<file path="src/rtl/mscell_pkg.sv">
// Shared definitions for the metastable-cell TRNG controller: state encoding,
// default parameter values and small arithmetic helpers.
package mscell_pkg;

   localparam int SETTLE_CYCLES_DEF = 4;
   localparam int WORD_W_DEF        = 8;
   localparam int REP_LIMIT_DEF     = 32;

   typedef enum logic [2:0] {
      ST_IDLE   = 3'd0,
      ST_PRE    = 3'd1,
      ST_SETTLE = 3'd2,
      ST_CAP    = 3'd3,
      ST_SYNC   = 3'd4,
      ST_HOLD   = 3'd5,
      ST_FAIL   = 3'd6
   } state_e;

   function automatic logic [7:0] sat_inc8(input logic [7:0] v);
      logic [7:0] r;
      if (v == 8'hFF) begin
         r = v;
      end else begin
         r = v + 8'd1;
      end
      return r;
   endfunction

   // Precharge direction: {in1, in0}; polarity 0 precharges towards 0.
   function automatic logic [1:0] pre_enables(input logic pol);
      return {pol, ~pol};
   endfunction

endpackage

</file>
<file path="src/rtl/mscell_rct.sv">
// Repetition-count health test: tracks the run length of identical bits and
// raises a sticky failure once the run reaches REP_LIMIT.
module mscell_rct
   import mscell_pkg::*;
#(
   parameter int REP_LIMIT = REP_LIMIT_DEF
) (
   input  logic clk_sampling,
   input  logic rst,
   input  logic bit_i,
   input  logic bit_strobe_i,
   output logic health_fail_o
);

   logic       last_q, last_d;
   logic [7:0] run_q, run_d;
   logic       fail_q, fail_d;
   logic       trip_s;

   // Run-length update on each new bit; output includes a trip in this cycle
   // so the controller can stop before issuing another enable.
   always_comb begin
      last_d = last_q;
      run_d  = run_q;
      trip_s = 1'b0;
      if (bit_strobe_i) begin
         last_d = bit_i;
         if ((run_q != 8'd0) && (bit_i == last_q)) begin
            run_d = sat_inc8(run_q);
         end else begin
            run_d = 8'd1;
         end
         if (run_d >= 8'(REP_LIMIT)) begin
            trip_s = 1'b1;
         end else begin
            trip_s = 1'b0;
         end
      end else begin
         trip_s = 1'b0;
      end
      fail_d = fail_q | trip_s;
   end

   // Run-length and sticky flag registers.
   always_ff @(posedge clk_sampling) begin
      if (rst) begin
         last_q <= 1'b0;
         run_q  <= 8'd0;
         fail_q <= 1'b0;
      end else begin
         last_q <= last_d;
         run_q  <= run_d;
         fail_q <= fail_d;
      end
   end

   assign health_fail_o = fail_d;

endmodule

</file>
<file path="src/rtl/mscell_ctrl.sv">
// Metastable-cell TRNG controller: sequences precharge/settle/capture of the
// cell, synchronizes its output, packs bits into words and hands them out.
module mscell_ctrl
   import mscell_pkg::*;
#(
   parameter int SETTLE_CYCLES = SETTLE_CYCLES_DEF,
   parameter int WORD_W        = WORD_W_DEF,
   parameter int REP_LIMIT     = REP_LIMIT_DEF
) (
   input  logic              clk_sampling,
   input  logic              rst,
   input  logic              start,
   input  logic              Y,
   output logic              en_Samp_in0,
   output logic              en_Samp_in1,
   output logic              en_Samp_out,
   output logic [WORD_W-1:0] rnd_data,
   output logic              rnd_valid,
   input  logic              rnd_ready,
   output logic              health_fail
);

   localparam int CW = $clog2(WORD_W + 1);

   state_e            state_q, state_d;
   logic [7:0]        tmr_q, tmr_d;
   logic              pol_q, pol_d;
   logic [CW-1:0]     cnt_q, cnt_d;
   logic [WORD_W-1:0] shreg_q, shreg_d;
   logic [WORD_W-1:0] data_q, data_d;
   logic              valid_q, valid_d;
   logic              in0_q, in0_d;
   logic              in1_q, in1_d;
   logic              out_q, out_d;
   logic              hfail_q, hfail_d;
   logic              sync1_q, sync2_q;
   logic              strobe_s;
   logic              rct_fail_s;
   logic [WORD_W-1:0] shreg_shift_s;
   logic [1:0]        pre_en_s;

   // Two-flop synchronizer for the asynchronous cell output.
   always_ff @(posedge clk_sampling) begin
      if (rst) begin
         sync1_q <= 1'b0;
         sync2_q <= 1'b0;
      end else begin
         sync1_q <= Y;
         sync2_q <= sync1_q;
      end
   end

   assign shreg_shift_s = {shreg_q[WORD_W-2:0], sync2_q};
   assign strobe_s      = (state_q == ST_SYNC) && (tmr_q == 8'd1);

   mscell_rct #(
      .REP_LIMIT(REP_LIMIT)
   ) u_rct (
      .clk_sampling (clk_sampling),
      .rst          (rst),
      .bit_i        (sync2_q),
      .bit_strobe_i (strobe_s),
      .health_fail_o(rct_fail_s)
   );

   // Next-state logic for the bit sequencer, word packer and output handshake.
   always_comb begin
      state_d  = state_q;
      tmr_d    = tmr_q;
      pol_d    = pol_q;
      cnt_d    = cnt_q;
      shreg_d  = shreg_q;
      data_d   = data_q;
      valid_d  = valid_q & ~rnd_ready;
      case (state_q)
         ST_IDLE: begin
            if (start && !hfail_q) begin
               state_d = ST_PRE;
            end else begin
               state_d = ST_IDLE;
            end
         end
         ST_PRE: begin
            state_d = ST_SETTLE;
            tmr_d   = 8'd0;
         end
         ST_SETTLE: begin
            if (tmr_q == 8'(SETTLE_CYCLES - 1)) begin
               state_d = ST_CAP;
               tmr_d   = 8'd0;
            end else begin
               tmr_d   = tmr_q + 8'd1;
            end
         end
         ST_CAP: begin
            state_d = ST_SYNC;
            tmr_d   = 8'd0;
         end
         ST_SYNC: begin
            if (tmr_q == 8'd0) begin
               tmr_d = 8'd1;
            end else begin
               shreg_d = shreg_shift_s;
               pol_d   = ~pol_q;
               // A health trip discards whatever word this bit would complete.
               if (rct_fail_s) begin
                  state_d = ST_FAIL;
                  valid_d = 1'b0;
                  cnt_d   = '0;
               end else if (cnt_q == CW'(WORD_W - 1)) begin
                  if (!valid_q || rnd_ready) begin
                     data_d  = shreg_shift_s;
                     valid_d = 1'b1;
                     cnt_d   = '0;
                     if (start) begin
                        state_d = ST_PRE;
                     end else begin
                        state_d = ST_IDLE;
                     end
                  end else begin
                     cnt_d   = CW'(WORD_W);
                     state_d = ST_HOLD;
                  end
               end else begin
                  cnt_d = cnt_q + CW'(1);
                  if (start) begin
                     state_d = ST_PRE;
                  end else begin
                     state_d = ST_IDLE;
                  end
               end
            end
         end
         ST_HOLD: begin
            if (rnd_ready) begin
               data_d  = shreg_q;
               valid_d = 1'b1;
               cnt_d   = '0;
               if (start) begin
                  state_d = ST_PRE;
               end else begin
                  state_d = ST_IDLE;
               end
            end else begin
               state_d = ST_HOLD;
            end
         end
         ST_FAIL: begin
            state_d = ST_FAIL;
            valid_d = 1'b0;
         end
         default: begin
            state_d = ST_IDLE;
            valid_d = 1'b0;
         end
      endcase

      pre_en_s = pre_enables(pol_d);
      if (state_d == ST_PRE) begin
         in0_d = pre_en_s[0];
         in1_d = pre_en_s[1];
      end else begin
         in0_d = 1'b0;
         in1_d = 1'b0;
      end
      out_d   = (state_d == ST_CAP);
      hfail_d = rct_fail_s;
   end

   // State and registered outputs.
   always_ff @(posedge clk_sampling) begin
      if (rst) begin
         state_q <= ST_IDLE;
         tmr_q   <= 8'd0;
         pol_q   <= 1'b0;
         cnt_q   <= '0;
         shreg_q <= '0;
         data_q  <= '0;
         valid_q <= 1'b0;
         in0_q   <= 1'b0;
         in1_q   <= 1'b0;
         out_q   <= 1'b0;
         hfail_q <= 1'b0;
      end else begin
         state_q <= state_d;
         tmr_q   <= tmr_d;
         pol_q   <= pol_d;
         cnt_q   <= cnt_d;
         shreg_q <= shreg_d;
         data_q  <= data_d;
         valid_q <= valid_d;
         in0_q   <= in0_d;
         in1_q   <= in1_d;
         out_q   <= out_d;
         hfail_q <= hfail_d;
      end
   end

   assign en_Samp_in0 = in0_q;
   assign en_Samp_in1 = in1_q;
   assign en_Samp_out = out_q;
   assign rnd_data    = data_q;
   assign rnd_valid   = valid_q;
   assign health_fail = hfail_q;

endmodule

</file>
<file path="config.mk">
export PLATFORM = sky130hd
export DESIGN_NAME = mscell_ctrl
export DESIGN_NICKNAME = d
export VERILOG_FILES = /design/src/rtl/mscell_pkg.sv /design/src/rtl/mscell_rct.sv /design/src/rtl/mscell_ctrl.sv
export SDC_FILE = /design/constraint.sdc
export NUM_CORES = 1
export LEC_CHECK = 0
export CAP_MARGIN = 20
export CORE_ASPECT_RATIO = 0.6
export CORE_MARGIN = 10
export CORE_UTILIZATION = 50
export DETAILED_ROUTE_END_ITERATION = 8
export HOLD_SLACK_MARGIN = 0.03
export PLACE_DENSITY = 0.66
export SLEW_MARGIN = 25
export SYNTH_ARGS = -nofsm -noshare
export SYNTH_HDL_FRONTEND = slang
export SYNTH_SLANG_ARGS = --single-unit
</file>
<file path="constraint.sdc">
create_clock -name clk_sampling -period 2.9 [get_ports clk_sampling]
set_clock_uncertainty 0.15 [all_clocks]
set_input_delay 0.87 -clock clk_sampling [delete_from_list [all_inputs] [get_ports clk_sampling]]
set_output_delay 0.87 -clock clk_sampling [all_outputs]
set_load 0.005 [all_outputs]
</file>
# [Word level (Yosys, flattened, before mapping)]
# Cells that the tools add are included.
[word_totals] register_bits=48 in_bits=5 output_inout_bits=13 word_cells=100
[op_classes] addsub=3 magnitude_cmp=1 n_eq_ne=19 n_mux=37 bitwise_logic=7 reduce_logical=18
[op_table] op="$mux W8" n=10
[op_table] op="$pmux W8 S3" n=1
[op_table] op="$pmux W3 S7" n=1
[op_table] op="$mux W4" n=5
[op_table] op="$mux W3" n=6
[op_table] op="$add A8 B1 Y8 const B" n=2
[op_table] op="$pmux W8 S2" n=1
[op_table] op="$mux W1" n=11
[op_table] op="$eq A3 B2 Y1 const B" n=3
[op_table] op="$eq A3 B3 Y1 const B" n=3
[op_table] op="$eq A8 B1 Y1 const B" n=1
[op_table] op="$eq A8 B2 Y1 const B" n=1
[op_table] op="$eq A8 B8 Y1 const B" n=1
[op_table] op="$ge A8 B6 Y1 const B" n=1
[op_table] op="$logic_not A8 Y1" n=1
[op_table] op="$pmux W4 S2" n=1
[op_table] op="$reduce_bool A8 Y1" n=1
[op_table] op="$eq A3 B1 Y1 const B" n=2
[op_table] op="$ne A2 B1 Y1 const B" n=3
[op_table] op="$ne A2 B2 Y1 const B" n=3
[op_table] op="$reduce_and A6 Y1" n=1
[op_table] op="$not A1 Y1" n=5
[op_table] op="$add A4 B1 Y4 const B" n=1
[op_table] op="$eq A4 B3 Y1 const B" n=1
[op_table] op="14 further kinds" n=19

# [Logic depth before layout (Yosys ltp)]
# Gate-level depths: netlist (run 1).
[depth] ltp_word=14 depth_mapped=9 depth_no_buf=8

# [Modules after synthesis]
# Synthesis (run 1) repeated with hierarchy kept, for this count alone.
[unflattened] cells_unflattened=285 area_unflattened_um2=2488.6
[by_module_without_submodules] module="mscell_ctrl" n_inst=1 cells_per_inst=214 area_each_um2=1879.3 seq_area_each_um2=780.7
[by_module_without_submodules] module="mscell_rct" n_inst=1 cells_per_inst=71 area_each_um2=609.3 seq_area_each_um2=200.2

# [Worst setup path before layout (run 1)]
# Ideal clock, no wire load.
[synth_timing] path_type="input to register" from="input port rnd_ready" to="register in0_q, in the netlist en_Samp_in0" setup_ps=78 arrival_time_ps=1959 required_time_ps=2672 slack_ps=713 path_stages=6 path_buffers=0 cell_sequence="nor2b_1 a221o_1 o2bb2ai_1 o31ai_1 a2111o_1 nor3_1"
[synth_between] elab_chain_cells=9 elab_cells_between_ends=10 classes_between="eq/ne: 1; mux: 6; bitwise: 1; reduce/logical: 2"
[synth_rtl] element="start: declaration" line="mscell_ctrl.sv:19" text="input logic rnd_ready,"
[synth_rtl] element="$logic_or A1 B1 Y1" line="mscell_ctrl.sv:111" text="if (!valid_q || rnd_ready) begin"
[synth_rtl] element="$mux W3" line="mscell_ctrl.sv:111"
[synth_rtl] element="$mux W3" line="mscell_ctrl.sv:110" text="end else if (cnt_q == CW'(WORD_W - 1)) begin"
[synth_rtl] element="$mux W3" line="mscell_ctrl.sv:106" text="if (rct_fail_s) begin"
[synth_rtl] element="$mux W3" line="mscell_ctrl.sv:100" text="if (tmr_q == 8'd0) begin"
[synth_rtl] element="$pmux W3 S7 (*)" line="mscell_ctrl.sv:75" text="case (state_q)"
[synth_rtl] element="$eq A3 B1 Y1 (*)" line="mscell_ctrl.sv:159" text="if (state_d == ST_PRE) begin"
[synth_rtl] element="$not A1 Y1 (no source line) (*)"
[synth_rtl] element="$reduce_or A2 Y1 (no source line) (*)"
[synth_rtl] element="end signal: assignment" line="mscell_ctrl.sv:192" text="in0_q <= in0_d;"
[synth_rtl] element="end: declaration" line="mscell_ctrl.sv:32" text="logic in0_q, in0_d;"
# Mark *: on every way between the ends. The rest lies on a longest branch, timed or not.
# A chain may end at the register's enable or synchronous reset.

# [Worst setup path in the final report (run 1)]
[layout_timing] from="input port rnd_ready" to="register in1_q, in the netlist en_Samp_in1"
[layout_between] elab_chain_cells=9 elab_cells_between_ends=10 classes_between="eq/ne: 1; mux: 6; bitwise: 1; reduce/logical: 2"
[layout_rtl] element="$logic_or A1 B1 Y1" line="mscell_ctrl.sv:111"
[layout_rtl] element="$mux W3" line="mscell_ctrl.sv:111"
[layout_rtl] element="$mux W3" line="mscell_ctrl.sv:110"
[layout_rtl] element="$mux W3" line="mscell_ctrl.sv:106"
[layout_rtl] element="$mux W3" line="mscell_ctrl.sv:100"
[layout_rtl] element="$pmux W3 S7 (*)" line="mscell_ctrl.sv:75"
[layout_rtl] element="$eq A3 B1 Y1 (*)" line="mscell_ctrl.sv:159"
[layout_rtl] element="$not A1 Y1 (no source line) (*)"
[layout_rtl] element="$reduce_or A2 Y1 (no source line) (*)"
[layout_rtl] element="end signal: assignment" line="mscell_ctrl.sv:193" text="in1_q <= in1_d;"
[layout_rtl] element="end: declaration" line="mscell_ctrl.sv:33" text="logic in1_q, in1_d;"
# Marked as above.

==> summary.txt, run 1 <==
Initial DRC Count - 176
Seq cells post-synth - 48
status - completed
Post-Synthesis Cells - 279
HP Class - reg2reg
vias in the first global route - 1905
critical path data arrival time - 2.62 ns
FF/Latch Area - 960.9 µm²
reg2reg start - tmr_q[0]
Pre-Repair DR Iteration Count - 4
Total Routed Length - 5.373 mm
max-slew violation count - 0
largest cells by area after synthesis - dfxtp_1, nor2_1, a21oi_1
clock-pin slew on the worst setup and hold paths - 0.08 ns
path depth of the worst reg2reg path - 9
Vias - 2071
initial antenna violation count - 0
largest net degree at the start of global routing - 38
final core utilization - 0.6039
Row Count - 19
fmax - 386.4 MHz
Final Net Count - 310
critical path launch point type - input pin
Crit Path Class - in2reg
Core Region - 0.004659 mm²
vias per inst - 5.721
post-synthesis cell type count - 58
clk sinks - 48
Inst Count DP - 355
first-pass GRT wire length - 9.418 mm
Clk Latency, worst-skew pair - 0.30 ns
Worst Setup SP - rnd_ready
yosys warns - 0
Worst-Margin Slew - 0.6934 ns
Top Ports - 18
Critical Path RT - 2.93 ns
Leak - 0.9614 nW
area of the mapped netlist - 0.002461 mm²
n_diodes - 0
DP HPWL - 3.815 mm
CP Capture Point - en_Samp_in1
Hold Crit Depth - 1
Die Span X - 110.6 µm
Hold Fails Final Rpt - 0
synthesized area per cell - 8.821 µm²
CP max FO - 7
postcts setup bufs - 0
Root Buffer - clkbuf_8
Initial Util - 0.5282
CP Capture Type - flop
IO buf count - 17
Synth area leader - dfxtp_1
Worst slew margin - 0.5367
setup slack, reg-to-reg - 0.39 ns
post-route insts no fill - 362
crit path time final - 2.588 ns
PD cells - 506.6 mW/mm²
# DRC - 0
TritonCTS clock tree - done
GR Util All Layers - 0.1358
# resized after CTS - 0
endpoints failing setup - 0
proportion of layout cells with a drive suffix above 1 - 0.1037
VDD IR-drop max - 0.2750 mV
Max Cap Viol - 0
syn nets - 290
H-tree depth - 2
Post-synth EDFFs - 0
cts hold-fix bufs - 0
Primary FF master, synth - dfxtp_1
Placer Congestion - 0.8316
Clock Path Buffers - 2
Post-synth ARST share - 0
Seq/Total Area, Yosys - 0.3904
multi-input logic area - 0.001376 mm²
clock buffer count from CTS - 5
WL per Instance - 14.84 µm
Die ar. - 0.008221 mm²
fillers - 433
RSZ-0062 raised after global routing - false
R2R Path End - cnt_q[3]
commonest non-fill, non-tap cell in the layout - dfxtp_1
area grow syn2layout - 14.34%
period utilization - 0.8925
most frequent cells in the layout - dfxtp_1, nor2_1, clkdlybuf4s50_1, inv_1, a21oi_1
top cell type's share of synthesized area - 0.3904
total gr overflow - 0
setup_tns - 0 ns
Die Ht - 74.35 µm
Final ANT Viol Nets - 0
## cell families after synthesis
family,synth area share
adders and majority gates,0.03050
and+or+nand+nor,0.2298
buffers and inverters,0.05033
DFF,0.3904
AOI/OAI and AO/OA,0.2288
xor gates and xnor gates,0.02847
muxes,0.04169
## sequential cells by signal, indices dropped and copies added (netlist names), 3 cells and up
signal	flops
u_rct.run_q	8
cnt_q	4
shreg_q	8
rnd_data	8
state_q	3
tmr_q	8
## per-layer routing
layer / track usage / part of all wire
met5: 0 / 0
met4: 0.04598 / 0.010
met3: 0.03775 / 0.051
met2: 0.1953 / 0.41
met1: 0.1903 / 0.53
## layout make-up
type                    instances  area share
repair buffers                 26     0.08448
inverters                      17     0.02268
multi-input cells             201      0.4891
well taps                      63     0.02801
flip-flops and latches         48      0.3415
clock buffers                   7     0.03424
## metrics by stage
| stage | worst slack, ns | power [W] | cell area (µm²) | hold WS, ns |
|---|---|---|---|---|
| after floorplan | 0.7131 | 0.0009170 | 2461 | 0.2638 |
| after global placement | 0.03744 | 0.001004 | 2718 | 0.2671 |
| after detailed placement | 0.01778 | 0.001007 | 2718 | 0.2955 |
| after CTS | 0.3380 | 0.001438 | 2814 | 0.3054 |
| after global routing | 0.1864 | 0.001504 | 2814 | 0.3279 |
| final | 0.3118 | 0.001426 | 2814 | 0.2998 |
## critical path, stage by stage
cell and delay (ns):
clkdlybuf4s50_1 0.60, nand2b_1 0.09, a311oi_1 0.34, nor2_1 0.09, o31ai_1 0.35, a2111o_1 0.21
nor3_1 0.06
## power by group
part	internal (W)	total (W)	switching [W]
Sequential	0.000687	0.000719	0.0000315
Clock	0.000213	0.000431	0.000218
Combinational	0.000119	0.000276	0.000158
Total	0.00102	0.00143	0.000407
## Yosys cell counts, types with 2 or more instances
| cell | instances |
|---|---|
| a211oi_1 | 5 |
| a21o_1 | 2 |
| a21oi_1 | 16 |
| a221oi_1 | 6 |
| a221oi_2 | 2 |
| a311oi_1 | 9 |
| a31oi_1 | 5 |
| a32oi_1 | 3 |
| a41oi_1 | 2 |
| and2_1 | 9 |
| and3_1 | 2 |
| and3b_1 | 2 |
| buf_2 | 3 |
| clkbuf_1 | 9 |
| dfxtp_1 | 48 |
| ha_1 | 6 |
| inv_1 | 16 |
| mux2i_1 | 8 |
| nand2_1 | 14 |
| nand2b_1 | 2 |
| nand3_1 | 9 |
| nand3b_1 | 2 |
| nand4_1 | 4 |
| nand4b_1 | 2 |
| nor2_1 | 35 |
| nor2b_1 | 4 |
| nor3_1 | 7 |
| nor3b_1 | 2 |
| o21ai_0 | 9 |
| o21ai_1 | 2 |
| xnor2_1 | 3 |
| xor2_1 | 5 |
## worst min-delay path by stage
| stage | slack, ns | from | endpoint |
|---|---|---|---|
| after detailed placement | 0.30 | sync1_q | sync2_q |
| after CTS | 0.31 | sync1_q | sync2_q |
| after global placement | 0.27 | sync1_q | sync2_q |
| after global routing | 0.33 | sync1_q | sync2_q |
| after floorplan | 0.26 | sync1_q | sync2_q |
| final | 0.30 | sync1_q | sync2_q |
Note: power is estimated with default switching activity, not from simulation.
==> run 2, diff against run 1 <==
- CORE_MARGIN: 10 -> 2
- SLEW_MARGIN: 25 -> not set
==> run 2 against run 1 <==
Compared with the run above:
- via count fell by 0.53%
- combinational power fell by 5%
- critical path depth did not move
==> summary.txt, run 2 (same netlist as run 1, synthesis figures left out) <==
first-pass GRT wire length - 8.838 mm (was 9.418 mm)
Initial DRC Count - 126 (was 176)
WL per Instance - 14.08 µm (was 14.84 µm)
CP max FO - 3 (was 7)
Die Ht - 58.35 µm (was 74.35 µm)
Final Net Count - 310 (unchanged)
IO buf count - 17 (unchanged)
Pre-Repair DR Iteration Count - 4 (unchanged)
path depth of the worst reg2reg path - 9 (unchanged)
Placer Congestion - 0.8541 (was 0.8316)
postcts setup bufs - 0 (unchanged)
endpoints failing setup - 0 (unchanged)
reg2reg start - tmr_q[0] (unchanged)
Row Count - 19 (unchanged)
Core Region - 0.004659 mm² (unchanged)
crit path time final - 2.513 ns (was 2.588 ns)
status - completed (unchanged)
Critical Path RT - 2.98 ns (was 2.93 ns)
period utilization - 0.8666 (was 0.8925)
Leak - 0.9540 nW (was 0.9614 nW)
# resized after CTS - 0 (unchanged)
Crit Path Class - in2reg (unchanged)
hold_sp - sync1_q (unchanged)
critical path data arrival time - 2.59 ns (was 2.62 ns)
vias per inst - 5.675 (was 5.721)
GR Util All Layers - 0.2054 (was 0.1358)
Worst Hold End - sync2_q (unchanged)
total gr overflow - 0 (unchanged)
RSZ-0062 raised after global routing - false (unchanged)
Die Span X - 94.58 µm (was 110.6 µm)
Top Ports - 18 (unchanged)
final core utilization - 0.6042 (was 0.6039)
Worst slew margin - 0.5272 (was 0.5367)
Hold Crit Depth - 1 (unchanged)
Clock Path Buffers - 2 (unchanged)
setup slack, reg-to-reg - 0.39 ns (about the same)
multi-input logic area - 0.001376 mm² (unchanged)
area grow syn2layout - 14.39% (was 14.34%)
proportion of layout cells with a drive suffix above 1 - 0.1067 (was 0.1037)
DP HPWL - 3.587 mm (was 3.815 mm)
Root Buffer - clkbuf_8 (unchanged)
# DRC - 0 (unchanged)
vias in the first global route - 1871 (was 1905)
n_diodes - 0 (unchanged)
clock buffer count from CTS - 5 (unchanged)
Hold Fails Final Rpt - 0 (unchanged)
HP Class - reg2reg (unchanged)
cts hold-fix bufs - 0 (unchanged)
Clk Latency, worst-skew pair - 0.30 ns (about the same)
max-slew violation count - 0 (unchanged)
Die ar. - 0.005518 mm² (was 0.008221 mm²)
VDD IR-drop max - 0.3189 mV (was 0.2750 mV)
Total Routed Length - 5.112 mm (was 5.373 mm)
PD cells - 500.7 mW/mm² (was 506.6 mW/mm²)
TritonCTS clock tree - done (unchanged)
Initial Util - 0.5282 (unchanged)
setup_tns - 0 ns (unchanged)
R2R Path End - cnt_q[3] (unchanged)
fmax - 397.9 MHz (was 386.4 MHz)
largest net degree at the start of global routing - 38 (unchanged)
Final ANT Viol Nets - 0 (unchanged)
H-tree depth - 2 (unchanged)
Max Cap Viol - 0 (unchanged)
critical path launch point type - input pin (unchanged)
fillers - 442 (was 433)
Worst-Margin Slew - 0.7076 ns (was 0.6934 ns)
commonest non-fill, non-tap cell in the layout - dfxtp_1 (unchanged)
most frequent cells in the layout - dfxtp_1, nor2_1, clkdlybuf4s50_1, inv_1, a21oi_1 (unchanged)
clk sinks - 48 (unchanged)
CP Capture Type - flop (unchanged)
FF/Latch Area - 960.9 µm² (unchanged)
initial antenna violation count - 0 (unchanged)
Vias - 2060 (was 2071)
clock-pin slew on the worst setup and hold paths - 0.09 ns (was 0.08 ns)
[run 2: final cells by class]
cell class                      count  share of cell area
Multi-Input combinational cell    201              0.4889
Inverter                           17             0.02267
Tap cell                           63             0.02800
Clock buffer                        6             0.02933
Timing Repair Buffer               26             0.08444
Clock inverter                      2            0.005333
Sequential cell                    48              0.3413
[run 2: metal layers]
layer  global-route usage  wire length, µm  vias up
met4              0.06211               46        0
met5                    0                0        -
met2               0.2827             2076       30
li1                     -                -     1059
met1               0.3163             2808      964
met3              0.04994              180        7
[run 2: worst max-delay path by stage]
stage | from | to | slack (ns) | depth (start not counted)
after detailed placement | start | en_Samp_in1 | 0.06 | 7
after global routing | tmr_q[0] | cnt_q[3] | 0.23 | 9
final | start | en_Samp_in1 | 0.39 | 7
after global placement | start | en_Samp_in0 | 0.19 | 7
after floorplan | rnd_ready | en_Samp_in0 | 0.71 | 6
after CTS | start | en_Samp_in1 | 0.39 | 7
[run 2: stage by stage]
stage | instance area (µm²) | total power, W | setup slack (ns) | hold WS, ns | cells
CTS | 2815 | 0.001423 | 0.3868 | 0.3145 | 363
floorplan | 2461 | 0.0009170 | 0.7131 | 0.2638 | 279
finish | 2815 | 0.001410 | 0.3867 | 0.3110 | 363
global route | 2815 | 0.001488 | 0.2346 | 0.3203 | 363
detailed placement | 2718 | 0.0009999 | 0.06471 | 0.3028 | 355
global placement | 2718 | 0.001001 | 0.1867 | 0.2834 | 355
[run 2: worst max-delay path, stage by stage]
cell and delay [ns]:
clkdlybuf4s50_1 0.51, nor4b_1 0.26, a311oi_1 0.10, o2bb2ai_1 0.17, o31ai_1 0.11, a2111o_1 0.40, nor3_1 0.18
[run 2: power by group]
group | total (W) | switching, W | internal, W | leakage [nW]
combinational | 0.000263 | 0.000146 | 0.000117 | 0.523
clock | 0.000421 | 0.000228 | 0.000193 | 0.0434
sequential | 0.000725 | 0.0000378 | 0.000687 | 0.388
total | 0.00141 | 0.000412 | 0.000997 | 0.954
